**src/rtl/mux4_arbiter.sv**
```systemverilog
// Round-robin arbiter for a shared 4:1 mux: one-hot grant, encoded select, bounded burst, idle turnaround.
// Optional grant counter port enabled by defining MUX4_ARB_STATS_EN.
module mux4_arbiter #(
  parameter int unsigned MAX_HOLD = 4
) (
  input  logic       clk,
  input  logic       rst,
  input  logic [3:0] req,
  output logic [3:0] grant,
  output logic [1:0] sel,
  output logic       busy
`ifdef MUX4_ARB_STATS_EN
  ,
  output logic [15:0] grant_cnt
`endif
);

  localparam int unsigned HOLD_W = 8;
  localparam logic [HOLD_W-1:0] HOLD_LAST = HOLD_W'(MAX_HOLD - 1);

  typedef enum logic {IDLE, BUSY} state_t;

  state_t            state, state_nx;
  logic [3:0]        grant_nx;
  logic [1:0]        sel_nx;
  logic              busy_nx;
  logic [1:0]        last_owner, last_nx;
  logic [HOLD_W-1:0] hold_cnt, hold_nx;
  logic [1:0]        winner;

  // Scan from last_owner+1 upward with wrap; the lowest offset with a request wins.
  always_comb begin
    winner = '0;
    for (int k = 4; k >= 1; k--) begin
      if (req[2'(int'(last_owner) + k)]) winner = 2'(int'(last_owner) + k);
    end
  end

  always_comb begin
    state_nx = state;
    grant_nx = grant;
    sel_nx   = sel;
    busy_nx  = busy;
    last_nx  = last_owner;
    hold_nx  = hold_cnt;
    case (state)
      IDLE: begin
        if (|req) begin
          grant_nx = 4'(4'b0001 << winner);
          sel_nx   = winner;
          busy_nx  = 1'b1;
          hold_nx  = '0;
          state_nx = BUSY;
        end
      end
      BUSY: begin
        // sel is left alone on release so the mux input does not glitch while idle.
        if (!req[sel] || hold_cnt == HOLD_LAST) begin
          grant_nx = '0;
          busy_nx  = 1'b0;
          last_nx  = sel;
          hold_nx  = '0;
          state_nx = IDLE;
        end else begin
          hold_nx = hold_cnt + HOLD_W'(1);
        end
      end
      default: state_nx = IDLE;
    endcase
  end

  always_ff @(posedge clk or posedge rst) begin
    if (rst) begin
      state      <= IDLE;
      grant      <= '0;
      sel        <= '0;
      busy       <= 1'b0;
      last_owner <= 2'd3;
      hold_cnt   <= '0;
    end else begin
      state      <= state_nx;
      grant      <= grant_nx;
      sel        <= sel_nx;
      busy       <= busy_nx;
      last_owner <= last_nx;
      hold_cnt   <= hold_nx;
    end
  end

`ifdef MUX4_ARB_STATS_EN
  logic [15:0] grant_cnt_nx;

  // Saturating count of IDLE->BUSY transitions.
  always_comb begin
    grant_cnt_nx = grant_cnt;
    if (state == IDLE && (|req) && grant_cnt != 16'hFFFF) grant_cnt_nx = grant_cnt + 16'd1;
  end

  always_ff @(posedge clk or posedge rst) begin
    if (rst) grant_cnt <= '0;
    else     grant_cnt <= grant_cnt_nx;
  end
`endif

endmodule

```
**config.mk**
```make
export PLATFORM = sky130hd
export DESIGN_NAME = mux4_arbiter
export DESIGN_NICKNAME = d
export VERILOG_FILES = /design/src/rtl/mux4_arbiter.sv
export SDC_FILE = /design/constraint.sdc
export NUM_CORES = 1
export LEC_CHECK = 0
export CORE_MARGIN = 10
export CORE_UTILIZATION = 34
export CTS_BUF_LIST = sky130_fd_sc_hd__clkbuf_8
export DETAILED_ROUTE_END_ITERATION = 7
export GPL_TIMING_DRIVEN = 0
export MAX_ROUTING_LAYER = met4
export PLACE_DENSITY = 0.51
export SLEW_MARGIN = 20
export SYNTH_ARGS = -nofsm -noshare
export SYNTH_HDL_FRONTEND = slang
export SYNTH_SLANG_ARGS = --single-unit
```
**constraint.sdc**
```tcl
create_clock -name clk -period 2.8 [get_ports clk]
set_clock_uncertainty 0.2 [all_clocks]
set_input_delay 0.56 -clock clk [delete_from_list [all_inputs] [get_ports clk]]
set_output_delay 0.56 -clock clk [all_outputs]
set_load 0.03 [all_outputs]
```
Word level (Yosys, flattened, before mapping)

Cells that the tools add are included.

Add/subtract/negate cells: 5
Order comparisons: 5
Eq/ne operators: 3
Shift-type cells: 1
Mux-type cells: 30
Bitwise gates (word level): 1
Reductions and logical operators: 6

Operators by type and width:

| kind                                                        | number |
|---|---|
| less-than comparator 2 x 4 -> 1 bit (second input constant) | 4 |
| 2-to-1 mux 8 bit                                            | 2 |
| case mux 8 bit (2 select lines)                             | 1 |
| 2-to-1 mux 1 bit                                            | 13 |
| binary-select mux 1 bit (select 2 bit)                      | 5 |
| adder 8 x 1 -> 8 bit (second input constant)                | 1 |
| == test 8 x 2 -> 1 bit (second input constant)              | 1 |
| 2-to-1 mux 2 bit                                            | 4 |
| 2-to-1 mux 4 bit                                            | 2 |
| case mux 4 bit (2 select lines)                             | 1 |
| AND reduction 2 bit                                         | 3 |
| adder 2 x 1 -> 2 bit (second input constant)                | 2 |
| adder 2 bit (second input constant)                         | 2 |
| case mux 1 bit (2 select lines)                             | 2 |
| OR reduction 4 bit                                          | 1 |
| left shift 1 x 2 -> 4 bit (first input constant)            | 1 |
| less-than comparator 2 x 3 -> 1 bit (second input constant) | 1 |
| inequality test 2 x 1 -> 1 bit (second input constant)      | 1 |
| inequality test 2 bit (second input constant)               | 1 |
| zero test 1 bit                                             | 1 |
| logical OR 1 bit                                            | 1 |
| inverter 1 bit                                              | 1 |

Bits in registers: 18
Bits of input ports: 6
Output and inout bits: 7
Logic and storage cells: 57

Depth between registers and ports, before layout

Word-level depth: 11
Gate-level depth with buffers: 6
Depth with buffers taken out: 5

Least setup slack after synthesis

No wires, ideal clock.

Path type: register to register
Start: register sel[0]
End: register last_owner[0]
Library setup time: 85 ps
Arrival time: 1726 ps
Required time: 2515 ps
Setup slack: 789 ps
Stages on the path, launching flop included: 5
Path buffers: 0
Period minus slack after synthesis: 2011 ps
Cell sequence: dfrtp_1 mux4_2 a21boi_4 nor2b_4 mux2_1

Longest elaborated chain between the ends: 5

Ends and longest elaborated chain:

| what                                   | RTL line | RTL |
|---|---|---|
| start: declaration                     | 10       | `output logic [1:0] sel,` |
| start signal: assignment               | 83       | `sel <= sel_nx;` |
| binary-select mux 1 bit (select 2 bit) | 58       | `if (!req[sel] \|\| hold_cnt == HOLD_LAST) begin` |
| 2-to-1 mux 1 bit (not written as such) | 58       |  |
| zero test 1 bit                        | 58       |  |
| logical OR 1 bit                       | 58       |  |
| AND reduction 2 bit (no source line)   | --       |  |
| end signal: assignment                 | 85       | `last_owner <= last_nx;` |
| end: declaration                       | 27       | `logic [1:0] last_owner, last_nx;` |

Several ways; a longest one is shown, not always the timed one. The select of a mux whose other input is x is not followed.
A chain may end at the register's enable or synchronous reset.

Worst setup path after layout

Start: input port req[0]
End: register grant[3]

Longest elaborated chain between the ends: 10
Elaborated cells on any way between the ends: 27
Classes of those cells: eq/ne (2); shift (1); mux (20); reduce/logical (4)

Ends and longest elaborated chain:

| what                                                | RTL line | RTL |
|---|---|---|
| start: declaration                                  | 8        | `input logic [3:0] req,` |
| binary-select mux 1 bit (select 2 bit)              | 35       | `if (req[2'(int'(last_owner) + k)]) winner = 2'(int'(last_owner) + k);` |
| 2-to-1 mux 1 bit (not written as such) (2 in a row) | 35       |  |
| 2-to-1 mux 2 bit (4 in a row)                       | 35       |  |
| left shift 1 x 2 -> 4 bit                           | 49       | `grant_nx = 4'(4'b0001 << winner);` |
| 2-to-1 mux 4 bit                                    | 48       | `if (\|req) begin` |
| case mux 4 bit (2 select lines)                     | 46       | `case (state)` |
| end signal: assignment                              | 82       | `grant <= grant_nx;` |
| end: declaration                                    | 9        | `output logic [3:0] grant,` |

Several ways; a longest one is shown, not always the timed one. The select of a mux whose other input is x is not followed.

==> summary.md <==
The launching point of the worst reg2reg path was hold_cnt[0]. At the pin with the least slew margin, the transition time is 0.702 ns. For this design the static power due to leakage is 0.502 nW.

The share of flip-flops with an asynchronous set or reset after synthesis was 1.00; the wire length per cell after detailed routing was 16.0 um. Category of the critical setup timing path: input port to register. The run gives 0.170 as the clock network fraction of design power.

Counting every instance in the synthesized netlist gives 89. Post-CTS timing repair inserted 0 buffers for setup. The tools report the critical path startpoint category as an input port. Clock-pin slew was measured on the worst setup and hold paths at 0.07 ns. The tools report the count of final max-slew check failures as 0.

In this run, post-CTS repair resized a total of 0 instances. Once layout is done, the placed cells without fillers occupy 1200 um2. For the worst setup path, the data arrival time is 2.29 ns. The remaining global-route overflow is 0.

Once detailed placement completed, the half-perimeter wirelength came to 1590 um. The critical path runs through a total of 6 cells. Based on the critical path, the design can be clocked at up to 0.425 GHz. Instance count along the most critical hold path: 1.

The net switching power was 0.488 mW. Entering global routing, the biggest net connects 19 pins. The flow ran to the end, and the final reports show no timing, DRC or antenna violations. For the initial antenna violation count, the log shows 0. Setup repair after global routing left no endpoint under its margin. The critical path's largest stage delay was 0.59 ns; the mean instance size in the synthesized netlist was 11.1 um2. By count the netlist is led by 16 x sky130_fd_sc_hd__dfrtp_1, 9 x sky130_fd_sc_hd__a31oi_1, 6 x sky130_fd_sc_hd__nand2_1.

The post-cts hold buffer count was 0. All-layer global routing usage: 0.0914. Sequential fraction of the synthesis area: 0.460.

Relative to the synthesized area, the layout overhead comes to 21.7%. The fraction of synthesized cell area taken by the top area cell type was 0.407. Of all cell types, the one taking the most synthesized area is sky130_fd_sc_hd__dfrtp_1.

After detailed routing, the total wire length is 2180 um. The logs give 44 for the number of unique standard cell types used by synthesis and 0.531 for the headroom to the max-slew limit. The worst setup path is captured at a register. In the post-synthesis netlist, the biggest area contributors are sky130_fd_sc_hd__dfrtp_1 41%, sky130_fd_sc_hd__a31oi_1 5.7%, sky130_fd_sc_hd__dfstp_2 5.3%. The total clock sinks was 18.

The H-tree depth was 1. The worst min-delay path category was register to register. The final count of hold timing violations is 0, and the worst-skew pair later-pin latency is 0.25 ns. The number of primary I/O pins is 13. The die covers 5450 um2.

The sequential cells in the finished layout cover a total of 453 um2. The number of nets in the synthesized netlist is 96. Cell with the most instances after synthesis: sky130_fd_sc_hd__dfrtp_1. The synthesized design contains 0 enable-type register cells. The slowest library cell on the worst path is sky130_fd_sc_hd__nor4_1. The logs give 0.473 for the combinational group share of total power and 2 for the number of buffers on the longest clock path. Internal power comes to 0.767 mW.

After detailed routing, the number of remaining DRC violations is 0. Hold path startpoint: busy. The wire length of the first global-routing pass is 3880 um, and the number of cell rows is 19.

The layout has 285 filler cells. The number of buffers created by CTS was 3. Traced cell by cell, the critical path runs through clkdlybuf4s50_1 -> nor4_1 -> or2_2 -> buf_2 -> nor2_1 -> a32o_1. The logs give 985 um2 for the post-synthesis instance area and 68 for the number of violations reported at the end of detailed-routing iteration 0.

The tools report the post-placement cell area as 1140 um2. The total of flip-flops plus latches after synthesis is 18. The routed via count is 760. The effective utilization at floorplan was 0.357; the number of detailed-routing iterations run before antenna repair was 4. The net switching fraction of the power was 0.389; the Yosys warning count was 0. Max-cap violations in this run came to 0. The combined area of the multi-input logic cells is 508 um2. The run gives 2760 um2 as the floorplan core area. At the worst endpoint, the required time is 2.74 ns. Clock root buffer master: sky130_fd_sc_hd__clkbuf_8. For this run, the leading register cell type out of synthesis is sky130_fd_sc_hd__dfrtp_1.

The fraction of final layout cells sized beyond drive strength 1 was 0.210; the maximum resistive drop on vdd was 0.000617 V. The smallest clock period supported by the final layout is computed as 2.35 ns. Counting cells, the worst reg-to-reg path comes to 5.

Routability-driven placement finished with a final weighted congestion of 0.773. TritonCTS built the clock tree. Counting both buffers and inverters, the worst setup path holds a total of 2.

For the total number of nets in the final design, the log shows 113. Count of antenna-violating nets left after detailed routing: 0. The portion of the clock cycle consumed by the worst path in the final layout came out at 0.841. Measured along the y axis, the die boundary spans 73.8 um. The run gives 0 as the total of endpoints with negative setup slack in the final report. The chip width was 73.8 um. Part of the total power dissipated in sequential elements: 0.357.

For the number of global-route vias before repair, the log shows 795. The power per unit of standard cell area is 1050 nW/um2. The family with the most delay on the worst path is simple AND/OR/NAND/NOR gates. In this run the worst path has a maximum fanout of 7. The most critical setup path has its startpoint at req[0].

The count of buffers inserted at the top-level ports works out to 12. Dividing the detail-routed via count by the number of cells gives 5.59. 0 antenna diodes ended up in the layout. The accumulated negative setup slack is 0 ns.
## power by group through the flow
stage | sequential, mW | clock, mW | combinational [mW]
after floorplan | 0.508 | 0 | 0.361
after global placement | 0.449 | 0 | 0.593
after detailed placement | 0.453 | 0 | 0.597
after CTS | 0.449 | 0.220 | 0.601
after global routing | 0.468 | 0.238 | 0.644
final | 0.447 | 0.214 | 0.594
## sequential cells by signal, summed over array words and instances (netlist names)
name / cells
busy: 1
grant: 4
hold_cnt: 8
last_owner: 2
sel: 2
state: 1
## worst paths after layout
kind                            endpoint  slack [ns]
setup / recovery                grant[3]        0.45
hold / removal                      busy        0.28
setup reg to reg           last_owner[0]        0.69
hold reg to reg                     busy        0.28
max in group asynchronous         sel[1]        1.44
min in group asynchronous    hold_cnt[1]        0.51
## metal layers
| metal | track usage | wire (um) | share of wire | up-vias |
|---|---|---|---|---|
| met5 | - | 0 | 0 | - |
| met1 | 0.115 | 1050 | 0.48 | 370 |
| li1 | - | - | - | 375 |
| met2 | 0.140 | 1060 | 0.48 | 13 |
| met3 | 0.0323 | 60 | 0.028 | 2 |
| met4 | 0.0124 | 10 | 0.0046 | 0 |
## through the flow
step	setup WS (ns)	utilization	hold slack (ns)	std cells	power [mW]
after floorplan	0.789	-	0.286	89	0.869
after global placement	0.216	0.415	0.266	132	1.04
after detailed placement	0.197	0.415	0.273	132	1.05
after CTS	0.421	0.435	0.290	136	1.27
after global routing	0.310	0.435	0.320	136	1.35
final	0.446	0.435	0.282	136	1.25
## layout make-up
type,instances,area share
multi-input cells,66,0.424
inverters,2,0.00626
well taps,31,0.0324
plain buffers,3,0.0136
clock buffers,4,0.0459
flip-flops and latches,18,0.378
repair buffers,12,0.100
## worst reg2reg max path, stage by stage, from the launching register on
cell	delay (ns)
sky130_fd_sc_hd__dfrtp_1	0.39
sky130_fd_sc_hd__ha_1	0.22
sky130_fd_sc_hd__nor4b_1	0.51
sky130_fd_sc_hd__a21boi_4	0.15
sky130_fd_sc_hd__nor2b_4	0.22
sky130_fd_sc_hd__mux2_1	0.34
## logic make-up (layout without fill, tap and decap cells)
family | after synthesis | in the layout | synth area share
simple gates | 34 | 34 | 0.229
compound gates | 26 | 26 | 0.203
flops | 18 | 18 | 0.460
mux | 5 | 5 | 0.0711
buf+inv | 5 | 21 | 0.0241
fa+ha+maj | 1 | 1 | 0.0127
## cells in the final DEF, fill, tap and decap left out, types with 3 or more instances in the layout
master                            count
sky130_fd_sc_hd__clkdlybuf4s50_1     12
sky130_fd_sc_hd__clkbuf_8             4
sky130_fd_sc_hd__nand3_1              3
sky130_fd_sc_hd__nor2_1               3
sky130_fd_sc_hd__nand2b_1             3
sky130_fd_sc_hd__nand3b_1             3
sky130_fd_sc_hd__a32o_1               3
sky130_fd_sc_hd__nand2_1              6
sky130_fd_sc_hd__dfrtp_1             16
sky130_fd_sc_hd__a31oi_1              9
Power figures use the tool's default switching activity.
==> edit 1, RTL diff (same flow settings) <==
`HOLD_W`: 8 -> 7.
--- a/src/rtl/mux4_arbiter.sv
+++ b/src/rtl/mux4_arbiter.sv
@@ -17,3 +17,3 @@
 
-  localparam int unsigned HOLD_W = 8;
+  localparam int unsigned HOLD_W = 7;
   localparam logic [HOLD_W-1:0] HOLD_LAST = HOLD_W'(MAX_HOLD - 1);
Function: no difference found for any inputs over 10 cycles, from zero or initial values and one cycle with rst high; that may be too few to reach the edited logic, so the function may still have changed.
==> edit 1 against the original RTL <==
Design area down 8.1%. Sequential cell count down 1. Clock power decreased by 15%. Routed wire length shrank 6.5%. Synthesized area down 8.8%. Setup slack better by 53 ps. Total power is 8.8% lower. Count of clock-buffer cells in the layout decreased by 1. Largest power group unchanged. Highest routed layer unchanged.
==> edit 1: results (changes against the original RTL) <==
[logic_synthesis]
synth_nets = 89  ; -7.3%
synthMuxAreaShare_pct = 8.91  ; +1.8 points
synthAdderAreaFrac_pct = 1.39  ; +0.12 points
synth_compound_area_share_pct = 18.9  ; -1.4 points
netlist_top_cells_count = 15 x dfrtp_1, 6 x nand2_1, 4 x o21ai_0
synth_area_per_cell_um2 = 11.0  ; -0.98%
synth_xor_xnor_area_share_pct = 1.95  ; +1.9 points
seq_area_frac_synth_pct = 47.6  ; +1.6 points

[power_and_ir_drop]
p_leak_uw = 0.000469  ; -6.6%
p_clk_share_pct = 15.9  ; -1.1 points
p_per_area_nw_per_um2 = 1040  ; -0.70%
switchingPower_uw = 452  ; -7.4%
ir_drop_mv = 0.700  ; +13%

[finish]
top_regs = hold_cnt x7, grant x4
drive_gt1_share_pct = 19.4  ; -1.6 points
final_cells = 128  ; -5.9%
nets = 106  ; -6.2%
fill_cells = 230  ; -19%

[placed_design]
gp_congestion = 0.808  ; +4.5%
placed_cells = 124  ; -6.1%
pre_cts_slack_ps = 225  ; +28.5 ps
hpwl_um = 1520  ; -4.8%

[drt]
via_per_inst = 5.45  ; -2.6%
wl_um = 2040  ; -6.5%
wirelength_met1_um = 1040  ; -1.6%

[cts]
clk_pin_slew_ps = 70  ; about the same
cts-htree-levels = 1  ; unchanged
ctsResizeCount = 0  ; unchanged

[setup_path]
cp.arrival_ps = 2260  ; -30 ps
timing.critical_path.slowest_cell_delay_ps = 500  ; -90 ps
critPathSlowestCell = clkdlybuf4s50_1

[global_route]
track_usage_pct = 9.03  ; -0.11 points
grt_start_max_net_pins = 18  ; -1
grt_pass1_wl_um = 3640  ; -6.2%
grtUsageMet1_pct = 11.1  ; -0.39 points
grtUsageMet2_pct = 13.6  ; -0.39 points

[status]
outcome = complete, no violations

## edit 1: worst paths after layout
path / depth (start not counted) / to / start / slack (ps)
setup / recovery: 6 / hold_cnt[2] / req[1] / 500
hold / removal: 1 / busy / busy / 290
setup reg to reg: 4 / last_owner[0] / hold_cnt[3] / 850
hold reg to reg: 1 / busy / busy / 290
max in group asynchronous: 2 / hold_cnt[6] / rst / 1480
min in group asynchronous: 2 / hold_cnt[1] / rst / 500
## edit 1: layout make-up
type | count | area [um2] | area share [%]
multi-input combinational | 61 | 455 | 41.4
sequential | 17 | 428 | 38.9
timing repair buffer | 12 | 120 | 10.9
clock buffer | 3 | 41.3 | 3.75
tap | 30 | 37.5 | 3.41
inverter | 3 | 11.3 | 1.02
clock inverter | 1 | 3.75 | 0.341
buffer | 1 | 3.75 | 0.341
## edit 1: critical path, delay by kind of cell
kind,cells,cell delay [ps]
and+or+nand+nor,2,690
AOI/OAI and AO/OA,2,230
buffers and inverters,2,780
==> edit 2, RTL diff (config.mk and constraints unchanged) <==
Without the edit above. Build with the macro `MUX4_ARB_STATS_EN` defined.
--- a/src/rtl/mux4_arbiter.sv
+++ b/src/rtl/mux4_arbiter.sv
@@ -2,2 +2,4 @@
 // Optional grant counter port enabled by defining MUX4_ARB_STATS_EN.
+`define MUX4_ARB_STATS_EN
+
 module mux4_arbiter #(
Function (old outputs only; new: grant_cnt): kept (Yosys induction, for registers that start in step).
==> edit 2 against the original RTL <==
Sequential cell count up 16. Setup slack better by 35 ps. Total power increased by 69%. Design area increased by 91%. First-iteration DRC count fell by 12%. Routed wire length grew 91%. Synthesized area grew 84%. Count of clock-buffer cells in the layout rose by 2. Core utilization is 1.1 points higher. Combinational power grew 52%.
==> edit 2: results (changes against the original RTL) <==
[logic_synthesis]
seq_area_frac_synth_pct = 47.2  ; +1.2 points
synth_compound_area_share_pct = 14.4  ; -5.9 points
ys.flop_type = dfrtp_1
synth_xor_xnor_area_share_pct = 7.27  ; +7.3 points
yosys.area.top_type_share_pct = 44.3  ; +3.6 points
syn_inst = 161  ; +81%
ys_types = 46  ; +4.5%
synthMuxAreaShare_pct = 4.57  ; -2.5 points
netlist_top_cells_area = dfrtp_1 44%, xnor2_1 7.3%, dfstp_2 2.9%
synthAdderAreaFrac_pct = 1.38  ; +0.11 points
netlist_top_cells_count = 32 x dfrtp_1, 15 x xnor2_1, 13 x nand2_1
synth_nets = 169  ; +76%

[finish]
top_regs = grant_cnt x16, hold_cnt x8, grant x4
inverters = 3  ; +1
final_cells = 266  ; +96%
area_share_clock_buf_inv_pct = 4.92  ; +0.33 points
nClkBuffers = 6  ; +2
drive_gt1_share_pct = 15.8  ; -5.1 points
nets = 204  ; +81%
buf_share_pct = 14.0  ; +2.6 points
multi_input_area_share_pct = 39.5  ; -2.9 points
buffers = 34  ; +19
fill_cells = 516  ; +81%
num-multi-input-gates = 118  ; +79%
seq_share_pct = 37.3  ; -0.50 points

[drt]
wirelength_met1_um = 1920  ; +82%
wl_met2_um = 2060  ; +95%
wl_um = 4170  ; +91%
met3_length_um = 122  ; +100%
drt_iter0_drc = 60  ; -12%
vias = 1357  ; +79%

[global_route]
grtUsageMet1_pct = 12.1  ; +0.54 points
grt_pass1_wl_um = 7030  ; +81%
grt_start_max_net_pins = 35  ; +16
track_usage_pct = 10.4  ; +1.3 points
grt_util_met3_pct = 2.82  ; -0.41 points
grtUsageMet2_pct = 16.5  ; +2.5 points

[power_and_ir_drop]
switchingPower_uw = 797  ; +63%
clk-power_uw = 452  ; +110%
seq-power_uw = 769  ; +72%
ir_drop_mv = 0.423  ; -31%
p_leak_uw = 0.000938  ; +87%

[placed_design]
hpwl_um = 3100  ; +94%
port_buffers = 28  ; +16
gp_congestion = 0.829  ; +7.2%
place_area_um2 = 2180  ; +90%
placed_cells = 259  ; +96%

[setup_path]
critPathSlowestCell = clkdlybuf4s50_1
regToRegEndpoint = grant_cnt[10]
r2r_slack_ps = 790  ; +100 ps
r2r_start = grant_cnt[0]
timing.critical_path.slowest_cell_delay_ps = 520  ; -70 ps
worstSetupEndpoint = grant_cnt[1]

[cts]
cts-htree-levels = 2  ; +1
cts_buffers = 5  ; +2

[status]
outcome = complete, no violations

[die]
rows = 26  ; +7

## edit 2: cell count changes after synthesis, moves of 3 or more
cell	change
mux2_2	+3
o211ai_1	+6
and3_1	+7
nand2_1	+7
o21ai_0	+4
dfrtp_1	+16
nand3_1	+7
nand4_1	+3
and2_1	+3
xnor2_1	+15
## edit 2: worst min-delay path by stage
stage	cells after the start	to	start
after floorplan	1	hold_cnt[7]	hold_cnt[7]
after global placement	1	grant_cnt[9]	grant_cnt[9]
after detailed placement	1	grant_cnt[9]	grant_cnt[9]
after CTS	1	hold_cnt[7]	hold_cnt[7]
after global routing	1	hold_cnt[7]	hold_cnt[7]
final	1	grant_cnt[9]	grant_cnt[9]
## edit 2: per-stage QoR
step	hold WS [ps]	worst slack (ps)	util (%)	total power, uW
floorplan	254	811	-	1370
global placement	281	196	42.3	1670
detailed placement	287	175	42.3	1690
CTS	297	468	44.5	2150
global route	305	368	44.5	2260
finish	300	481	44.5	2120
